$ cat src/rtl/mult_pkg.sv
// Shared constants and FSM state encoding for the product accumulator.
package mult_pkg;

    localparam int PROD_W_DEF = 16;
    localparam int ACC_W_DEF  = 20;
    localparam int LEN_W_DEF  = 8;

    typedef enum logic [1:0] {
        IDLE  = 2'd0,
        ACCUM = 2'd1,
        HOLD  = 2'd2
    } state_t;

endpackage

$ cat src/rtl/sat_adder.sv
// Unsigned W-bit adder that clamps to all-ones on carry-out and flags the overflow.
module sat_adder #(
    parameter int W = 20
) (
    input  logic [W-1:0] a,
    input  logic [W-1:0] b,
    output logic [W-1:0] sum,
    output logic         ovf
);

    logic [W:0] raw;

    assign raw = {1'b0, a} + {1'b0, b};
    assign ovf = raw[W];
    assign sum = raw[W] ? {W{1'b1}} : raw[W-1:0];

endmodule

$ cat src/rtl/product_accumulator.sv
// Accumulates a block of len unsigned products with saturation and presents
// the block sum on a valid/ready output held until consumed.
module product_accumulator
    import mult_pkg::*;
#(
    parameter int PROD_W = PROD_W_DEF,
    parameter int ACC_W  = ACC_W_DEF,
    parameter int LEN_W  = LEN_W_DEF
) (
    input  logic              clk,
    input  logic              rst,
    input  logic              start,
    input  logic [LEN_W-1:0]  len,
    input  logic              in_valid,
    output logic              in_ready,
    input  logic [PROD_W-1:0] in_product,
    output logic              out_valid,
    input  logic              out_ready,
    output logic [ACC_W-1:0]  out_sum,
    output logic              out_sat,
    output logic              busy
);

    state_t             state;
    state_t             state_next;
    logic [ACC_W-1:0]   acc;
    logic [LEN_W-1:0]   remaining;
    logic               sat;
    logic [ACC_W-1:0]   add_sum;
    logic               add_ovf;
    logic               accept;

    assign accept = (state == ACCUM) && in_valid;

    sat_adder #(.W(ACC_W)) u_sat_adder (
        .a   (acc),
        .b   (ACC_W'(in_product)),
        .sum (add_sum),
        .ovf (add_ovf)
    );

    // NOTE: sequential state uses non-blocking assignments so every register
    // samples pre-edge values regardless of block ordering.
    always_ff @(posedge clk or posedge rst) begin
        if (rst) begin
            state <= IDLE;
        end else begin
            state <= state_next;
        end
    end

    // NOTE: default assignment first so no path leaves state_next unassigned
    // (which would infer a latch).
    always_comb begin
        state_next = state;
        unique case (state)
            IDLE:    if (start) state_next = (len == '0) ? HOLD : ACCUM;
            ACCUM:   if (in_valid && remaining == LEN_W'(1)) state_next = HOLD;
            HOLD:    if (out_ready) state_next = IDLE;
            default: state_next = IDLE;
        endcase
    end

    always_comb begin
        in_ready  = (state == ACCUM);
        out_valid = (state == HOLD);
        busy      = (state != IDLE);
    end

    // Accumulator doubles as the result register: it is only cleared when a
    // new block starts, so IDLE keeps showing the last block's sum.
    always_ff @(posedge clk or posedge rst) begin
        if (rst) begin
            acc       <= '0;
            remaining <= '0;
            sat       <= 1'b0;
        end else if (state == IDLE && start) begin
            acc       <= '0;
            remaining <= len;
            sat       <= 1'b0;
        end else if (accept) begin
            acc       <= add_sum;
            remaining <= remaining - LEN_W'(1);
            sat       <= sat | add_ovf;
        end
    end

    assign out_sum = acc;
    assign out_sat = sat;

endmodule

$ cat config.mk
export PLATFORM = sky130hd
export DESIGN_NAME = product_accumulator
export DESIGN_NICKNAME = d
export VERILOG_FILES = /design/src/rtl/mult_pkg.sv /design/src/rtl/sat_adder.sv /design/src/rtl/product_accumulator.sv
export SDC_FILE = /design/constraint.sdc
export NUM_CORES = 1
export LEC_CHECK = 0
export BUFFER_PORTS_ARGS = -buffer_cell sky130_fd_sc_hd__clkbuf_2
export CAP_MARGIN = 20
export CORE_MARGIN = 10
export CORE_UTILIZATION = 35
export DETAILED_ROUTE_END_ITERATION = 8
export GPL_ROUTABILITY_DRIVEN = 0
export HOLD_SLACK_MARGIN = 0.06
export PLACE_DENSITY = 0.6
export SETUP_SLACK_MARGIN = 0.5
export SKIP_CTS_REPAIR_TIMING = 1
export SYNTH_ARGS = -nofsm -noshare
export SYNTH_HDL_FRONTEND = slang
export SYNTH_SLANG_ARGS = --single-unit
$ cat constraint.sdc
create_clock -name clk -period 3.2 [get_ports clk]
set_input_delay 0.32 -clock clk [delete_from_list [all_inputs] [get_ports clk]]
set_output_delay 0.32 -clock clk [all_outputs]
set_load 0.05 [all_outputs]
==> results.txt, run 1 <==
The run finished with clean final reports. The site row count came out at 30. The die footprint is 10,500 um^2. The I/O pin count came out at 53. The biggest area contributor in the post-synthesis netlist is sky130_fd_sc_hd__dfrtp_1. Across all register-to-register paths, the minimum setup slack is 0.65 ns. The post-detailed-routing wire length is 6.28 mm. Once detailed placement completed, the half-perimeter wirelength came to 4.89 mm. The setup path with the least slack is of type flip-flop to flip-flop. The via total after detailed routing came out at 2,169. The warning count from the yosys run is 0. The total CTS buffers came out at 5. In this run the critical register-to-register path is launched from out_sum[0]. After layout, the worst setup slack is 0.649 ns. The number of placed instances, taps included came out at 376.

The detailed-route DRC error count is 0. The tightest slew margin relative to the limit came out at 57.1%. By area, the combinational part of the netlist is dominated by compound AO/OA/AOI/OAI gates.

The die boundary width came out at 102 um. Data arrives at the worst endpoint at 2.71 ns. Timing analysis after detailed placement gives a worst setup slack of 0.677 ns. The clock-pin slew of the registers on the worst-case setup and hold paths is 0.07 ns.

The layout overhead on the synthesized area came out at 16.6%. The number of port buffers came out at 52. The worst vdd rail ir drop came out at 0.000574 V. The mux contribution to synthesized area came out at 1.26%. The post-route cell area is 2780 um^2. Entering global routing, the biggest net connects 21 pins. The adder and majority cell fraction of the synthesized area came out at 10.3%. The initial core utilization came out at 35.4%.

The post-synthesis area per instance came out at 9.49 um^2. The share of the synthesized area in compound gates (AO/OA/AOI/OAI) came out at 30.1%. The shortest clock period the worst path allows after layout is 2.55 ns.

Between clock sinks in the finished design, the worst skew comes to 0.0101 ns. The initial antenna violation count is 0. The worst path required time is 3.36 ns. The clock tree synthesis step divided the H-tree into 2 levels. The number of nets in the synthesized netlist is 299.

The length of the first detailed-routing pass in iterations came out at 4. The number of flops mapped to enable cells by yosys came out at 0. Dividing total power by cell area gives a power density of 989 nW/um^2. The worst hold slack came out at 0.0918 ns. By area the synthesized netlist is led by sky130_fd_sc_hd__dfrtp_1 33%, sky130_fd_sc_hd__ha_1 9.5%, sky130_fd_sc_hd__a221o_1 5.5%. The delay of the slowest critical-path stage came out at 0.43 ns.

The count of final hold-check violations is 0. The xor/xnor cell area share of the yosys netlist came out at 4.41%. In this run the deepest clock path goes through 2 buffers. The share of the synthesized area in the top cell type came out at 32.6%. The synthesized netlist contains 61 unique library cells.

The type of the tightest min-delay check is input port to async pin. The cell chosen for the clock root is sky130_fd_sc_hd__clkbuf_8. The via count of the first global-routing pass came to 2,224. The CTS tree is yes. Among all stages on the critical path, the largest delay is contributed by sky130_fd_sc_hd__dfrtp_2. The final layout contains 351 nets. After Yosys synthesis, and, or, nand and nor cells account for 16.6% of the synthesized area.

The summed instance area of the synthesized netlist is 2380 um^2. The element type at the critical path start is a flip-flop. For this block, the initial DRC count from the detailed router was 112.

In the post-synthesis netlist, the cell with the most instances is sky130_fd_sc_hd__dfrtp_1. The buffering stage count on the worst path with inverters included came out at 0. In this run the critical register-to-register path is captured at out_sum[13]. Setup violations remaining at the end of the flow were counted as 0. The number of cells on the worst reg-to-reg path is 8.

After detailed routing, the average wire length per cell comes to 16.4 um. The leakage power of the design came out at 1.29 nW. In the synthesized netlist the dominant register cell turns out to be sky130_fd_sc_hd__dfrtp_1. The cell count after synthesis is 251. The peak fanout along the critical path came out at 16. Across the run, the number of max-cap violations was 0. The sink count of the clock tree came out at 31.

Clock latency on the worst-skew pair, taken at its later pin, is 0.28 ns. The number of antenna diodes in the final layout is 0. The pin slew with the least headroom to its limit came out at 0.642 ns. The post-route non-filler standard cell count came out at 383.

The fraction of the yosys area taken by sequential cells came out at 32.6%. Ranked by instance count, the synthesized netlist is headed by 31 x sky130_fd_sc_hd__dfrtp_1, 21 x sky130_fd_sc_hd__nor2_1, 18 x sky130_fd_sc_hd__ha_1, 17 x sky130_fd_sc_hd__nand2_1, 15 x sky130_fd_sc_hd__a21oi_1. Setup total negative slack on the finished layout was measured at 0 ns.

The global-route wire length before repair is 10.5 mm. The count of fill cells added during filler insertion came out at 658. The mean number of vias per cell is 5.66. Global routing finished with a remaining overflow of 0. Setup repair after global routing left no endpoint under its margin. The placement-stage cell area came out at 2700 um^2.

The critical path goes through ha_4 -> fa_2 -> a211oi_2 -> nor3_1 -> o31a_2 -> a22o_4 -> nor2b_4 -> a221o_2. Of the cells placed in the final design, the portion with a size suffix greater than 1 is 27.7%. The launching instance or port of the critical path is out_sum[0].

The final-report max-slew violation count came to 0. In the finished design, the share of the clock period the worst path needs comes to 79.7%. The total global-route track usage is 12.4%. STA classifies the critical path endpoint as a flip-flop. Among cell families on the critical path, the largest total delay comes from compound AO/OA/AOI/OAI gates.

The achievable frequency came out at 392 MHz. The area of the core region came out at 6720 um^2. The count of nets left with antenna violations after detail routing is 0. The flip-flop and latch count after synthesis is 31. The height of the chip is 102 um. The share of synthesized flip-flops with an asynchronous set or reset is 100%.
[cell families (layout without fill, tap and decap cells)]
| group | after synthesis | in the layout |
|---|---|---|
| compound gates | 91 | 91 |
| simple gates | 77 | 77 |
| flops | 31 | 31 |
| fa+ha+maj | 19 | 19 |
| buf+inv | 18 | 70 |
| xor+xnor | 12 | 12 |
| mux | 3 | 3 |
[placed cells by master (no fill, tap or decap), types with 2 or more instances in the layout]
cell type / n
sky130_fd_sc_hd__dfrtp_1: 30
sky130_fd_sc_hd__a221o_1: 13
sky130_fd_sc_hd__clkbuf_1: 2
sky130_fd_sc_hd__o221ai_1: 2
sky130_fd_sc_hd__and2_2: 2
sky130_fd_sc_hd__nor2_1: 21
sky130_fd_sc_hd__nor3_1: 6
sky130_fd_sc_hd__and3_1: 3
sky130_fd_sc_hd__or4_1: 4
sky130_fd_sc_hd__clkbuf_2: 52
sky130_fd_sc_hd__a21oi_4: 2
sky130_fd_sc_hd__buf_4: 4
sky130_fd_sc_hd__xor2_1: 4
sky130_fd_sc_hd__o21a_1: 4
sky130_fd_sc_hd__nor2b_1: 3
sky130_fd_sc_hd__nand4_1: 2
sky130_fd_sc_hd__a21o_1: 3
sky130_fd_sc_hd__nand3_1: 7
sky130_fd_sc_hd__a22oi_1: 2
sky130_fd_sc_hd__o211ai_1: 3
sky130_fd_sc_hd__clkbuf_8: 5
sky130_fd_sc_hd__o21bai_1: 2
sky130_fd_sc_hd__a221o_2: 6
sky130_fd_sc_hd__a31oi_1: 4
sky130_fd_sc_hd__nand2_1: 17
sky130_fd_sc_hd__o21ai_0: 12
sky130_fd_sc_hd__xnor2_1: 8
sky130_fd_sc_hd__a21oi_1: 15
sky130_fd_sc_hd__mux2i_1: 3
sky130_fd_sc_hd__a211oi_1: 5
sky130_fd_sc_hd__ha_1: 17
sky130_fd_sc_hd__a21boi_0: 4
sky130_fd_sc_hd__inv_1: 7
[worst reg2reg max path: stages, from the launching register on]
cell	delay, ns
sky130_fd_sc_hd__dfrtp_2	0.43
sky130_fd_sc_hd__ha_4	0.18
sky130_fd_sc_hd__fa_2	0.37
sky130_fd_sc_hd__a211oi_2	0.23
sky130_fd_sc_hd__nor3_1	0.09
sky130_fd_sc_hd__o31a_2	0.37
sky130_fd_sc_hd__a22o_4	0.26
sky130_fd_sc_hd__nor2b_4	0.19
sky130_fd_sc_hd__a221o_2	0.31
[through the flow]
step                      power (mW)  utilization (%)
after global routing            2.98             41.3
after CTS                       2.77             41.3
final                           2.75             41.3
after floorplan                 2.09                -
after global placement          2.45             40.2
after detailed placement        2.46             40.2
[metal layers]
layer	part of all wire, %	routed length [um]	GRT usage [%]	vias to the layer above
met4	1.1	70	3.58	0
met5	0	0	0	-
met1	46	2900	15.6	1037
met2	47	2920	20.2	53
met3	6.3	393	3.31	7
li1	-	-	-	1072
[sequential cells by signal, indices dropped and copies added (netlist names)]
| register | flops |
|---|---|
| remaining | 8 |
| out_sat | 1 |
| state | 2 |
| out_sum | 20 |
[power breakdown]
part	switching, mW	total [mW]	internal, mW
registers	0.155	0.701	0.546
logic	1.10	1.75	0.649
clock network	0.143	0.293	0.150
total	1.40	2.75	1.34
[final cells by class]
class                           instances  area (um^2)  share of cell area, %
Inverter                                7         26.3                  0.946
Timing Repair Buffer                   56          290                   10.5
Multi-Input combinational cell        202         1510                   54.3
Tap cell                               80          100                   3.61
Sequential cell                        31          777                   28.0
Clock buffer                            7         76.3                   2.75
[how the worst max path moves through the flow]
stage / end / cells after the start
after floorplan: out_sum[12] / 10
after global placement: out_sum[14] / 8
after detailed placement: out_sum[13] / 8
after CTS: out_sum[13] / 8
after global routing: out_sum[8] / 8
final: out_sum[13] / 8
Power figures use the tool's default switching activity.
==> run 2: changes to the inputs <==
--- a/config.mk
+++ b/config.mk
@@ -5,6 +5,7 @@
 export SDC_FILE = /design/constraint.sdc
 export NUM_CORES = 1
 export LEC_CHECK = 0
+export ABC_AREA = 1
 export BUFFER_PORTS_ARGS = -buffer_cell sky130_fd_sc_hd__clkbuf_2
 export CAP_MARGIN = 20
 export CORE_MARGIN = 10
@@ -12,7 +13,7 @@
 export DETAILED_ROUTE_END_ITERATION = 8
 export GPL_ROUTABILITY_DRIVEN = 0
 export HOLD_SLACK_MARGIN = 0.06
-export PLACE_DENSITY = 0.6
+export PLACE_DENSITY = 0.61
 export SETUP_SLACK_MARGIN = 0.5
 export SKIP_CTS_REPAIR_TIMING = 1
 export SYNTH_ARGS = -nofsm -noshare
==> constraint.sdc (replaced) <==
create_clock -name clk -period 2.1 [get_ports clk]
set_input_delay 0.21 -clock clk [delete_from_list [all_inputs] [get_ports clk]]
set_output_delay 0.21 -clock clk [all_outputs]
set_load 0.05 [all_outputs]
==> results.txt, run 2 <==
The flow ran to the end, and the final reports show no timing, DRC or antenna violations. Setup repair after global routing could not meet its margin everywhere. The peak fanout along the critical path came out at 7 (-9). The count of nets left with antenna violations after detail routing is 0 (unchanged). STA classifies the critical path endpoint as a flip-flop.

The initial antenna violation count is 0 (unchanged). By area the synthesized netlist is led by sky130_fd_sc_hd__dfrtp_1 30%, sky130_fd_sc_hd__nand2_1 19%, sky130_fd_sc_hd__ha_1 8.8%. The worst path required time is 2.26 ns (-1.10 ns). The post-synthesis area per instance is 6.67 um^2 (-30%).

The final-report max-slew violation count came out at 0 (unchanged). The post-detailed-routing wire length came out at 7.80 mm (+24%). The number of flip-flops in the largest register is 20 (unchanged).

The via total after detailed routing is 2,751 (+27%). The number of flops mapped to enable cells by yosys is 0 (unchanged). The number of antenna repair diodes came out at 0 (unchanged). The worst hold path belongs to the class input port to flip-flop. The via count of the first global-routing pass came out at 2,671 (+20%). The tightest slew margin relative to the limit is 72.1% (+15 points).

The final worst slack is 0.288 ns (-0.361 ns). The mean number of vias per cell is 4.97 (-12%). The largest net degree at the start of global routing is 32 (+52%).

The initial detailed-routing violation count was 86 (-23%). The total negative slack is 0 ns (unchanged). Relative to the synthesized area, the layout overhead comes to 39.8%.

The fraction of the yosys area taken by sequential cells is 30.3% (-2.3 points). The overall overflow remaining after global route is 0 (unchanged). The global-route wire length before repair is 12.2 mm (+16%). The worst vdd rail ir drop was 0.000600 V (+4.4%).

The buffer depth of the longest clock path came out at 2 (unchanged). The endpoint arrival time on the critical path came out at 1.97 ns (-0.74 ns). The final setup violation count was 0 (unchanged).

The shortest clock period the worst path allows after layout came out at 1.81 ns (-0.739 ns). The ratio of cells with drive above 1 in the final layout came out at 33.3% (+5.5 points). The summed instance area of the synthesized netlist was 2560 um^2 (+7.6%). The final cell utilization of the core is 49.9% (+8.6 points). The sink count of the clock tree is 31 (unchanged).

The site row count is 31 (+3.3%). The pin slew with the least headroom to its limit is 0.418 ns (-0.224 ns). The die boundary width is 106 um (+3.0%). The CTS tree is yes. The reported max-cap violation count came out at 0 (unchanged). The worst slack after detailed placement came to 0.0528 ns (-0.624 ns). The element type at the critical path start is a flip-flop. The die footprint came to 11,100 um^2 (+6.1%). In the synthesized netlist the dominant register cell turns out to be sky130_fd_sc_hd__dfrtp_1. The clock-pin slew of the registers on the worst-case setup and hold paths is 0.07 ns (about the same). The placed wire-length estimate after detailed placement is 5.62 mm (+15%). The library cells used most frequently in the layout, excluding fill and tap cells, are 121 x sky130_fd_sc_hd__nand2_1, 52 x sky130_fd_sc_hd__clkbuf_2, 45 x sky130_fd_sc_hd__inv_1. The level count of the clock H-tree is 2 (unchanged).

The initial core utilization is 35.7% (+0.27 points). The post-synthesis net count is 432 (+44%). The total CTS buffers came out at 5 (unchanged). The final net count is 501 (+43%). Ranked by instance count, the synthesized netlist is headed by 132 x sky130_fd_sc_hd__nand2_1, 45 x sky130_fd_sc_hd__inv_1, 35 x sky130_fd_sc_hd__nand3_1, 34 x sky130_fd_sc_hd__nor2_1, 31 x sky130_fd_sc_hd__dfrtp_1. The length of the first detailed-routing pass in iterations came out at 4 (unchanged).

The I/O pin count came out at 53 (unchanged). The count of final hold-check violations is 0 (unchanged). The commonest non-fill, non-tap cell in the layout is sky130_fd_sc_hd__nand2_1. The height of the chip came out at 106 um (+3.0%). The cell count after synthesis was 384 (+53%). The power density over the cells is 1400 nW/um^2 (+42%). The type of the worst setup path is flip-flop to flip-flop. The clock network latency to the later pin of the worst-skew pair was 0.29 ns (about the same).

The biggest area contributor in the post-synthesis netlist is sky130_fd_sc_hd__dfrtp_1. The flip-flop and latch count after synthesis came out at 31 (unchanged). The detailed-route DRC error count came out at 0 (unchanged). The leakage power of the design is 1.82 nW (+41%). The share of the synthesized area in the top cell type was 30.3% (-2.3 points). The ratio of final minimum period to clock period is 86.3% (+6.6 points). The total global-route track usage came out at 13.1% (+0.70 points). The detail-routed net length per standard cell came out at 14.1 um (-14%). The dominant cell by count in the synthesized netlist is sky130_fd_sc_hd__nand2_1. The final clock skew is 0.00571 ns (-0.00442 ns). The number of port buffers came out at 52 (unchanged). The share of synthesized flip-flops with an asynchronous set or reset came out at 100% (unchanged). The warning count from the yosys run came out at 0 (unchanged). The cell chosen for the clock root is sky130_fd_sc_hd__clkbuf_8. The count of distinct cell types in the synthesized netlist was 34 (-44%).

The achievable frequency was 552 MHz (+41%). The worst hold slack came to 0.154 ns (+0.0626 ns). The area of the core region is 7180 um^2 (+6.8%).
## run 2: cell count changes after synthesis, sizes merged, moves of 6 or more
cell,before,now
inv,7,46
nor2,21,35
nand2,17,136
a221o,19,1
xnor2,8,1
nand3,7,35
a211oi,6,0
## run 2: where the power goes
part,switching (mW),internal (mW)
Sequential,0.259,0.847
Combinational,2.23,1.20
Clock,0.251,0.227
Total,2.74,2.28
## run 2: layer usage
| metal | part of all wire, % | up-vias | GRT usage (%) |
|---|---|---|---|
| li1 | - | 1391 | - |
| met1 | 44 | 1277 | 15.9 |
| met2 | 49 | 74 | 22.0 |
| met3 | 6.2 | 9 | 3.90 |
| met4 | 1.0 | 0 | 3.48 |
| met5 | 0 | - | 0 |
## run 2: cell families (layout without fill, tap and decap cells)
| family | count (synthesis) | after routing | share of synthesized area [%] |
|---|---|---|---|
| DFF | 31 | 31 | 30.3 |
| adders and majority gates | 19 | 19 | 9.57 |
| AOI/OAI and AO/OA | 48 | 48 | 11.0 |
| buffers and inverters | 53 | 121 | 8.15 |
| and+or+nand+nor | 226 | 228 | 38.6 |
| xor gates and xnor gates | 7 | 7 | 2.39 |
## run 2: metrics by stage
| step | cell area, um^2 | cells | power [mW] |
|---|---|---|---|
| 6_report | 3580 | 553 | 5.01 |
| 5_1_grt | 3580 | 553 | 5.45 |
| 4_1_cts | 3080 | 545 | 4.41 |
| 3_5_place_dp | 2990 | 537 | 3.92 |
| 3_3_place_gp | 2990 | 537 | 3.87 |
| 2_1_floorplan | 2590 | 384 | 3.21 |
## run 2: worst paths after layout
check / to / start / cells past startpoint / slack (ns)
max: out_sum[2] / out_sum[0] / 10 / 0.29
min: remaining[1] / len[1] / 3 / 0.15
max reg2reg: out_sum[2] / out_sum[0] / 10 / 0.29
min reg2reg: out_sum[3] / out_sum[3] / 2 / 0.54
max in group asynchronous: out_sum[0] / rst / 4 / 1.24
min in group asynchronous: state[0] / rst / 4 / 0.53
## run 2: layout make-up
| class | instances | area, um^2 |
|---|---|---|
| Sequential cell | 31 | 782 |
| Clock inverter | 3 | 15.0 |
| Multi-Input combinational cell | 302 | 2030 |
| Fill cell | 706 | 3590 |
| Clock buffer | 5 | 68.8 |
| Tap cell | 99 | 124 |
| Timing Repair Buffer | 65 | 380 |
| Inverter | 48 | 184 |
## run 2: worst max-delay path: stages, from the launching register on
cell                       delay [ns]
sky130_fd_sc_hd__dfrtp_2         0.43
sky130_fd_sc_hd__ha_4            0.17
sky130_fd_sc_hd__fa_2            0.36
sky130_fd_sc_hd__nand2_2         0.09
sky130_fd_sc_hd__nand3_2         0.08
sky130_fd_sc_hd__nand3_2         0.09
sky130_fd_sc_hd__nand2_4         0.08
sky130_fd_sc_hd__nand2_8         0.10
sky130_fd_sc_hd__nand2_8         0.08
sky130_fd_sc_hd__nand2_8         0.11
sky130_fd_sc_hd__o311ai_1        0.09
